--- src/rtl/l2sw_pkg.sv ---
// Shared L2 switch definitions: header geometry, arbiter state encoding and index-width helper.
package l2sw_pkg;

  localparam int unsigned HEADER_DWIDTH = 128;
  localparam int unsigned CTRL_BIT      = 114;

  typedef enum logic [1:0] {
    ST_IDLE = 2'd0,
    ST_BUSY = 2'd1,
    ST_GAP  = 2'd2
  } arb_state_e;

  // Bits needed to index nports ports (at least one bit).
  function automatic int unsigned port_idx_w(input int unsigned nports);
    return (nports <= 2) ? 1 : $clog2(nports);
  endfunction

endpackage

--- src/rtl/rr_arb_pick.sv ---
// Combinational rotate-priority picker: first set bit of req scanning ptr, ptr+1, ... (mod NREQ).
module rr_arb_pick #(
  parameter int unsigned NREQ  = 4,
  parameter int unsigned IDX_W = 2
) (
  input  logic [NREQ-1:0]  req,
  input  logic [IDX_W-1:0] ptr,
  output logic [IDX_W-1:0] idx,
  output logic             found
);

  // Walk the request vector starting at ptr; the first hit wins.
  always_comb begin
    int unsigned cand;
    idx   = '0;
    found = 1'b0;
    cand  = 0;
    for (int unsigned k = 0; k < NREQ; k++) begin
      cand = (32'(ptr) + k) % NREQ;
      if (!found && req[cand[IDX_W-1:0]]) begin
        found = 1'b1;
        idx   = cand[IDX_W-1:0];
      end
    end
  end

endmodule

--- src/rtl/ingress_frame_arbiter.sv ---
// Frame-atomic round-robin arbiter presenting one of NPORTS ingress header/body FIFO pairs
// to a single consumer as a virtual FIFO pair. Grant is held until the header pop.
// Optional feature: define CTRL_PRIO_EN to let ports with a control-frame header
// (header bit CTRL_BIT set) win arbitration ahead of normal ports.
module ingress_frame_arbiter #(
  parameter int unsigned NPORTS        = 4,
  parameter int unsigned HEADER_DWIDTH = l2sw_pkg::HEADER_DWIDTH,
  parameter int unsigned CTRL_BIT      = l2sw_pkg::CTRL_BIT
) (
  input  logic                                   clk,
  input  logic                                   arst_n,
  input  logic [NPORTS*HEADER_DWIDTH-1:0]        h_fifo_dout,
  input  logic [NPORTS-1:0]                      h_fifo_empty,
  output logic [NPORTS-1:0]                      h_fifo_rden,
  input  logic [NPORTS*8-1:0]                    b_fifo_dout,
  input  logic [NPORTS-1:0]                      b_fifo_empty,
  input  logic [NPORTS-1:0]                      b_fifo_del,
  output logic [NPORTS-1:0]                      b_fifo_rden,
  output logic [HEADER_DWIDTH-1:0]               m_h_dout,
  output logic                                   m_h_empty,
  input  logic                                   m_h_rden,
  output logic [7:0]                             m_b_dout,
  output logic                                   m_b_empty,
  output logic                                   m_b_del,
  input  logic                                   m_b_rden,
  output logic                                   grant_valid,
  output logic [l2sw_pkg::port_idx_w(NPORTS)-1:0] grant_port
);

  import l2sw_pkg::*;

  localparam int unsigned PW = port_idx_w(NPORTS);

  // Elaboration-time sanity checks on the configuration.
  if (NPORTS < 2 || NPORTS > 8) begin : g_bad_nports
    $error("ingress_frame_arbiter: NPORTS must be 2..8");
  end
  if (CTRL_BIT >= HEADER_DWIDTH) begin : g_bad_ctrl_bit
    $error("ingress_frame_arbiter: CTRL_BIT outside header word");
  end

  arb_state_e          state_q, state_d;
  logic                grant_valid_q, grant_valid_d;
  logic [PW-1:0]       grant_port_q, grant_port_d;
  logic [PW-1:0]       rr_ptr_q, rr_ptr_d;

  logic [NPORTS-1:0]   req;
  logic [NPORTS-1:0]   pick_req;
  logic [PW-1:0]       pick_idx;
  logic                pick_found;

  assign req = ~h_fifo_empty;

`ifdef CTRL_PRIO_EN
  logic [NPORTS-1:0]   ctrl_req;

  // Requesting ports whose head header is a control frame.
  for (genvar i = 0; i < NPORTS; i++) begin : g_ctrl
    assign ctrl_req[i] = req[i] & h_fifo_dout[i*HEADER_DWIDTH + CTRL_BIT];
  end

  // Control frames, when present, are the only contenders.
  assign pick_req = (|ctrl_req) ? ctrl_req : req;
`else
  assign pick_req = req;
`endif

  rr_arb_pick #(
    .NREQ  (NPORTS),
    .IDX_W (PW)
  ) u_pick (
    .req   (pick_req),
    .ptr   (rr_ptr_q),
    .idx   (pick_idx),
    .found (pick_found)
  );

  // Next-state: grant in IDLE, hold through BUSY until header pop, one GAP cycle after.
  always_comb begin
    state_d       = state_q;
    grant_valid_d = grant_valid_q;
    grant_port_d  = grant_port_q;
    rr_ptr_d      = rr_ptr_q;
    unique case (state_q)
      ST_IDLE: begin
        if (pick_found) begin
          grant_port_d  = pick_idx;
          grant_valid_d = 1'b1;
          state_d       = ST_BUSY;
        end
      end
      ST_BUSY: begin
        if (m_h_rden) begin
          rr_ptr_d      = (grant_port_q == PW'(NPORTS - 1)) ? '0 : grant_port_q + PW'(1);
          grant_valid_d = 1'b0;
          state_d       = ST_GAP;
        end
      end
      ST_GAP: begin
        state_d = ST_IDLE;
      end
      default: begin
        grant_valid_d = 1'b0;
        state_d       = ST_IDLE;
      end
    endcase
  end

  // State and grant registers; reset drops any grant immediately.
  always_ff @(posedge clk or negedge arst_n) begin
    if (!arst_n) begin
      state_q       <= ST_IDLE;
      grant_valid_q <= 1'b0;
      grant_port_q  <= '0;
      rr_ptr_q      <= '0;
    end else begin
      state_q       <= state_d;
      grant_valid_q <= grant_valid_d;
      grant_port_q  <= grant_port_d;
      rr_ptr_q      <= rr_ptr_d;
    end
  end

  // Virtual FIFO mux and pop steering; idle values whenever no frame is granted.
  always_comb begin
    h_fifo_rden = '0;
    b_fifo_rden = '0;
    m_h_dout    = '0;
    m_h_empty   = 1'b1;
    m_b_dout    = '0;
    m_b_empty   = 1'b1;
    m_b_del     = 1'b0;
    if (state_q == ST_BUSY) begin
      m_h_dout                  = h_fifo_dout[grant_port_q*HEADER_DWIDTH +: HEADER_DWIDTH];
      m_h_empty                 = h_fifo_empty[grant_port_q];
      m_b_dout                  = b_fifo_dout[grant_port_q*8 +: 8];
      m_b_empty                 = b_fifo_empty[grant_port_q];
      m_b_del                   = b_fifo_del[grant_port_q];
      h_fifo_rden[grant_port_q] = m_h_rden;
      b_fifo_rden[grant_port_q] = m_b_rden;
    end
  end

  assign grant_valid = grant_valid_q;
  assign grant_port  = grant_port_q;

endmodule

--- config.mk ---
export PLATFORM = sky130hd
export DESIGN_NAME = ingress_frame_arbiter
export DESIGN_NICKNAME = d
export VERILOG_FILES = /design/src/rtl/l2sw_pkg.sv /design/src/rtl/rr_arb_pick.sv /design/src/rtl/ingress_frame_arbiter.sv
export SDC_FILE = /design/constraint.sdc
export NUM_CORES = 1
export LEC_CHECK = 0
export CORE_AREA = 2 2 272 274
export CTS_BUF_LIST = sky130_fd_sc_hd__clkbuf_16
export CTS_CLUSTER_DIAMETER = 40
export DETAILED_ROUTE_END_ITERATION = 10
export DIE_AREA = 0 0 274 276
export SYNTH_ARGS = -nofsm -noshare
export SYNTH_HDL_FRONTEND = slang
export SYNTH_SLANG_ARGS = --single-unit
--- constraint.sdc ---
create_clock -name clk -period 2.85 [get_ports clk]
set_input_delay 0.855 -clock clk [delete_from_list [all_inputs] [get_ports clk]]
set_output_delay 0.855 -clock clk [all_outputs]
set_load 0.01 [all_outputs]
==> impl_metrics.json <==
{
  "avgViaCountPerCell": 3.42,
  "overflow": 0,
  "period_needed_ns": 2.87,
  "wl_per_cell_um": 22.8,
  "drive_gt1_frac": 0.406,
  "path_class": "in2out",
  "power_density_nw_per_um2": 636,
  "tritoncts": "yes",
  "vias": 7066,
  "path_clk_slew_ns": 0.04,
  "r2r_start": "state_q[1]",
  "relSlewSlack": 0.755,
  "ant_nets": 0,
  "numCtsBuffers": 3,
  "htreeDepth": 1,
  "grt_pass1_wl_um": 61400,
  "crit_required_ns": 2.00,
  "clk_latency_ns": 0.23,
  "rows": 99,
  "crit_path_top_delay_cell": "mux4_2",
  "core_um2": 72600,
  "critPathLaunchType": "input pin",
  "avgSynthCellArea_um2": 12.5,
  "cts_root_buffer": "clkbuf_16",
  "layout_common_cells": "dlygate4sd2_1, mux4_2, buf_6, and2_4, dlymetal6s2s_1",
  "fillers": 8089,
  "die_w_um": 274,
  "hp-start": "state_q[0]",
  "portBuffers": 709,
  "tightest_slew_ns": 0.367,
  "rsz0062_at_grt": "yes",
  "cts_sinks": 7,
  "dieArea_um2": 75600,
  "cp_cell_sequence": "dlygate4sd2_1 > mux4_2 > and2_4 > buf_6",
  "reg2reg_slack_ns": 1.16,
  "hp-class": "reg2reg",
  "grt_antenna_before_repair": 34,
  "worst_clock_skew_ns": 0.00221,
  "syn_nets": 942,
  "whs_endpoint": "state_q[0]",
  "dpl.hpwl_um": 41400,
  "drc": 0,
  "p_total_mw": 8.50,
  "cap_viol_max_count": 0,
  "yosysSeqAreaShare": 0.0371,
  "grt.total_usage": 0.115,
  "wirelength_um": 47100,
  "ys_ff_latch": 7,
  "syn_area_um2": 4720,
  "grt_pass1_vias": 7835,
  "io-pin-count": 710,
  "cts_hold_buffers": 0,
  "fmax_mhz": 348,
  "synth_top_area_cell": "mux4_2",
  "cp_slowest_stage_delay_ns": 0.56,
  "worst_r2r_path_depth": 5,
  "endpoint_kind": "primary output",
  "ff_latch_area_um2": 183,
  "syn_inst": 378,
  "power.leakage_nw": 6.58,
  "synth_cell_types": 22,
  "r2r_end": "rr_ptr_q[1]",
  "start_util": 0.0651,
  "hold_ws_ns": 0.537,
  "timing.final.crit_share": 1.01,
  "area_growth_pct": 183,
  "slew_violations": 0,
  "cp.buffers_inverters": 2,
  "status": "finished with violations",
  "synth_top_area_frac": 0.663,
  "drt_iter0_markers": 275,
  "dr.pass1.iters": 5,
  "fin_nets": 1657,
  "dieHeight_um": 276,
  "clock_path_buffers": 2,
  "cp_top_family": "multiplexers",
  "yosys_warnings": 0,
  "violations": "negative setup slack",
  "layout_commonest_cell": "dlygate4sd2_1",
  "crit_arrival_ns": 2.02,
  "synthTopCellsByArea": "mux4_2, and2_1, dfrtp_1, buf_6, buf_2",
  "crit_fanout": 1,
  "setup_viol": 1,
  "vdd_drop_max_uv": 411,
  "setup_slack_ns": -0.0206,
  "min_path_cells": 1,
  "globalplace.congestion": 0.937,
  "hold_viol": 0,
  "grt_max_degree": 63,
  "multi_input_area_um2": 4540
}
synthesized netlist by cell type:
cell         n
mux4_2     139
and2_1     137
clkbuf_1    20
buf_2       18
buf_6       10
nand2_1     10
and3_1       8
dfrtp_1      7
ha_1         4
inv_1        4
nor2_1       4
nand2b_1     3
o21ai_0      3
a21oi_1      2
nor2b_1      2
a211oi_1     1
a32o_1       1
mux2_2       1
nand4_1      1
o221ai_1     1
o2bb2ai_1    1
o31ai_1      1
repair_timing:
action,CTS,global route
gates cloned,1,0
resized for setup,1172,172
setup buffers,5,0
pin swaps,15,3
setup endpoints to repair,147,59
cells by family (layout without fill, tap and decap cells):
family	Yosys count	after routing	share of synthesized area
compound gates	10	10	0.0143
simple gates	165	165	0.211
fa+ha+maj	4	4	0.0106
flops	7	7	0.0371
other cells	0	14	0
buf+inv	52	766	0.0620
mux	140	140	0.665
how the worst max path moves through the flow:
stage / cells after the start / slack (ns) / from / endpoint
finish: 4 / -0.02 / h_fifo_dout[301] / m_h_dout[45]
global route: 5 / -0.02 / grant_port[0] / m_h_dout[45]
CTS: 4 / -0.16 / h_fifo_dout[97] / m_h_dout[97]
detailed placement: 4 / -0.69 / h_fifo_dout[225] / m_h_dout[97]
global placement: 4 / -0.70 / h_fifo_dout[225] / m_h_dout[97]
floorplan: 5 / 0.43 / grant_port[0] / m_h_dout[100]
power by group:
part,internal [mW],switching (mW)
registers,0.147,0.0588
logic,4.63,3.43
clock network,0.182,0.0525
registers in the layout (all words and copies together) (netlist names):
register     flops
grant_port       2
rr_ptr_q         2
state_q          2
grant_valid      1
stage by stage:
| stage | std cells | instance area [um^2] | worst slack, ns | TNS [ns] | utilization |
|---|---|---|---|---|---|
| after floorplan | 378 | 4720 | 0.427 | 0 | - |
| after global placement | 2041 | 13200 | -0.699 | -62.01 | 0.182 |
| after detailed placement | 2041 | 13200 | -0.689 | -61.88 | 0.182 |
| after CTS | 2051 | 12800 | -0.160 | -0.942 | 0.177 |
| after global routing | 2060 | 13400 | -0.0240 | -0.124 | 0.184 |
| final | 2065 | 13400 | -0.0206 | -0.0206 | 0.184 |
layer usage:
| metal | share of wire | up-vias | GRT usage |
|---|---|---|---|
| li1 | - | 2984 | - |
| met1 | 0.36 | 3436 | 0.128 |
| met2 | 0.50 | 553 | 0.211 |
| met3 | 0.11 | 75 | 0.0355 |
| met4 | 0.026 | 18 | 0.0255 |
| met5 | 0.0027 | - | 0 |
area by class of cell:
class / count / share of cell area
clock buffer: 3 / 0.00562
antenna: 14 / 0.00262
sequential: 7 / 0.0137
multi-input combinational: 319 / 0.340
clock inverter: 1 / 0.000281
tap: 959 / 0.0898
inverter: 4 / 0.00112
timing repair buffer: 758 / 0.547
(Power assumes the default switching activity.)
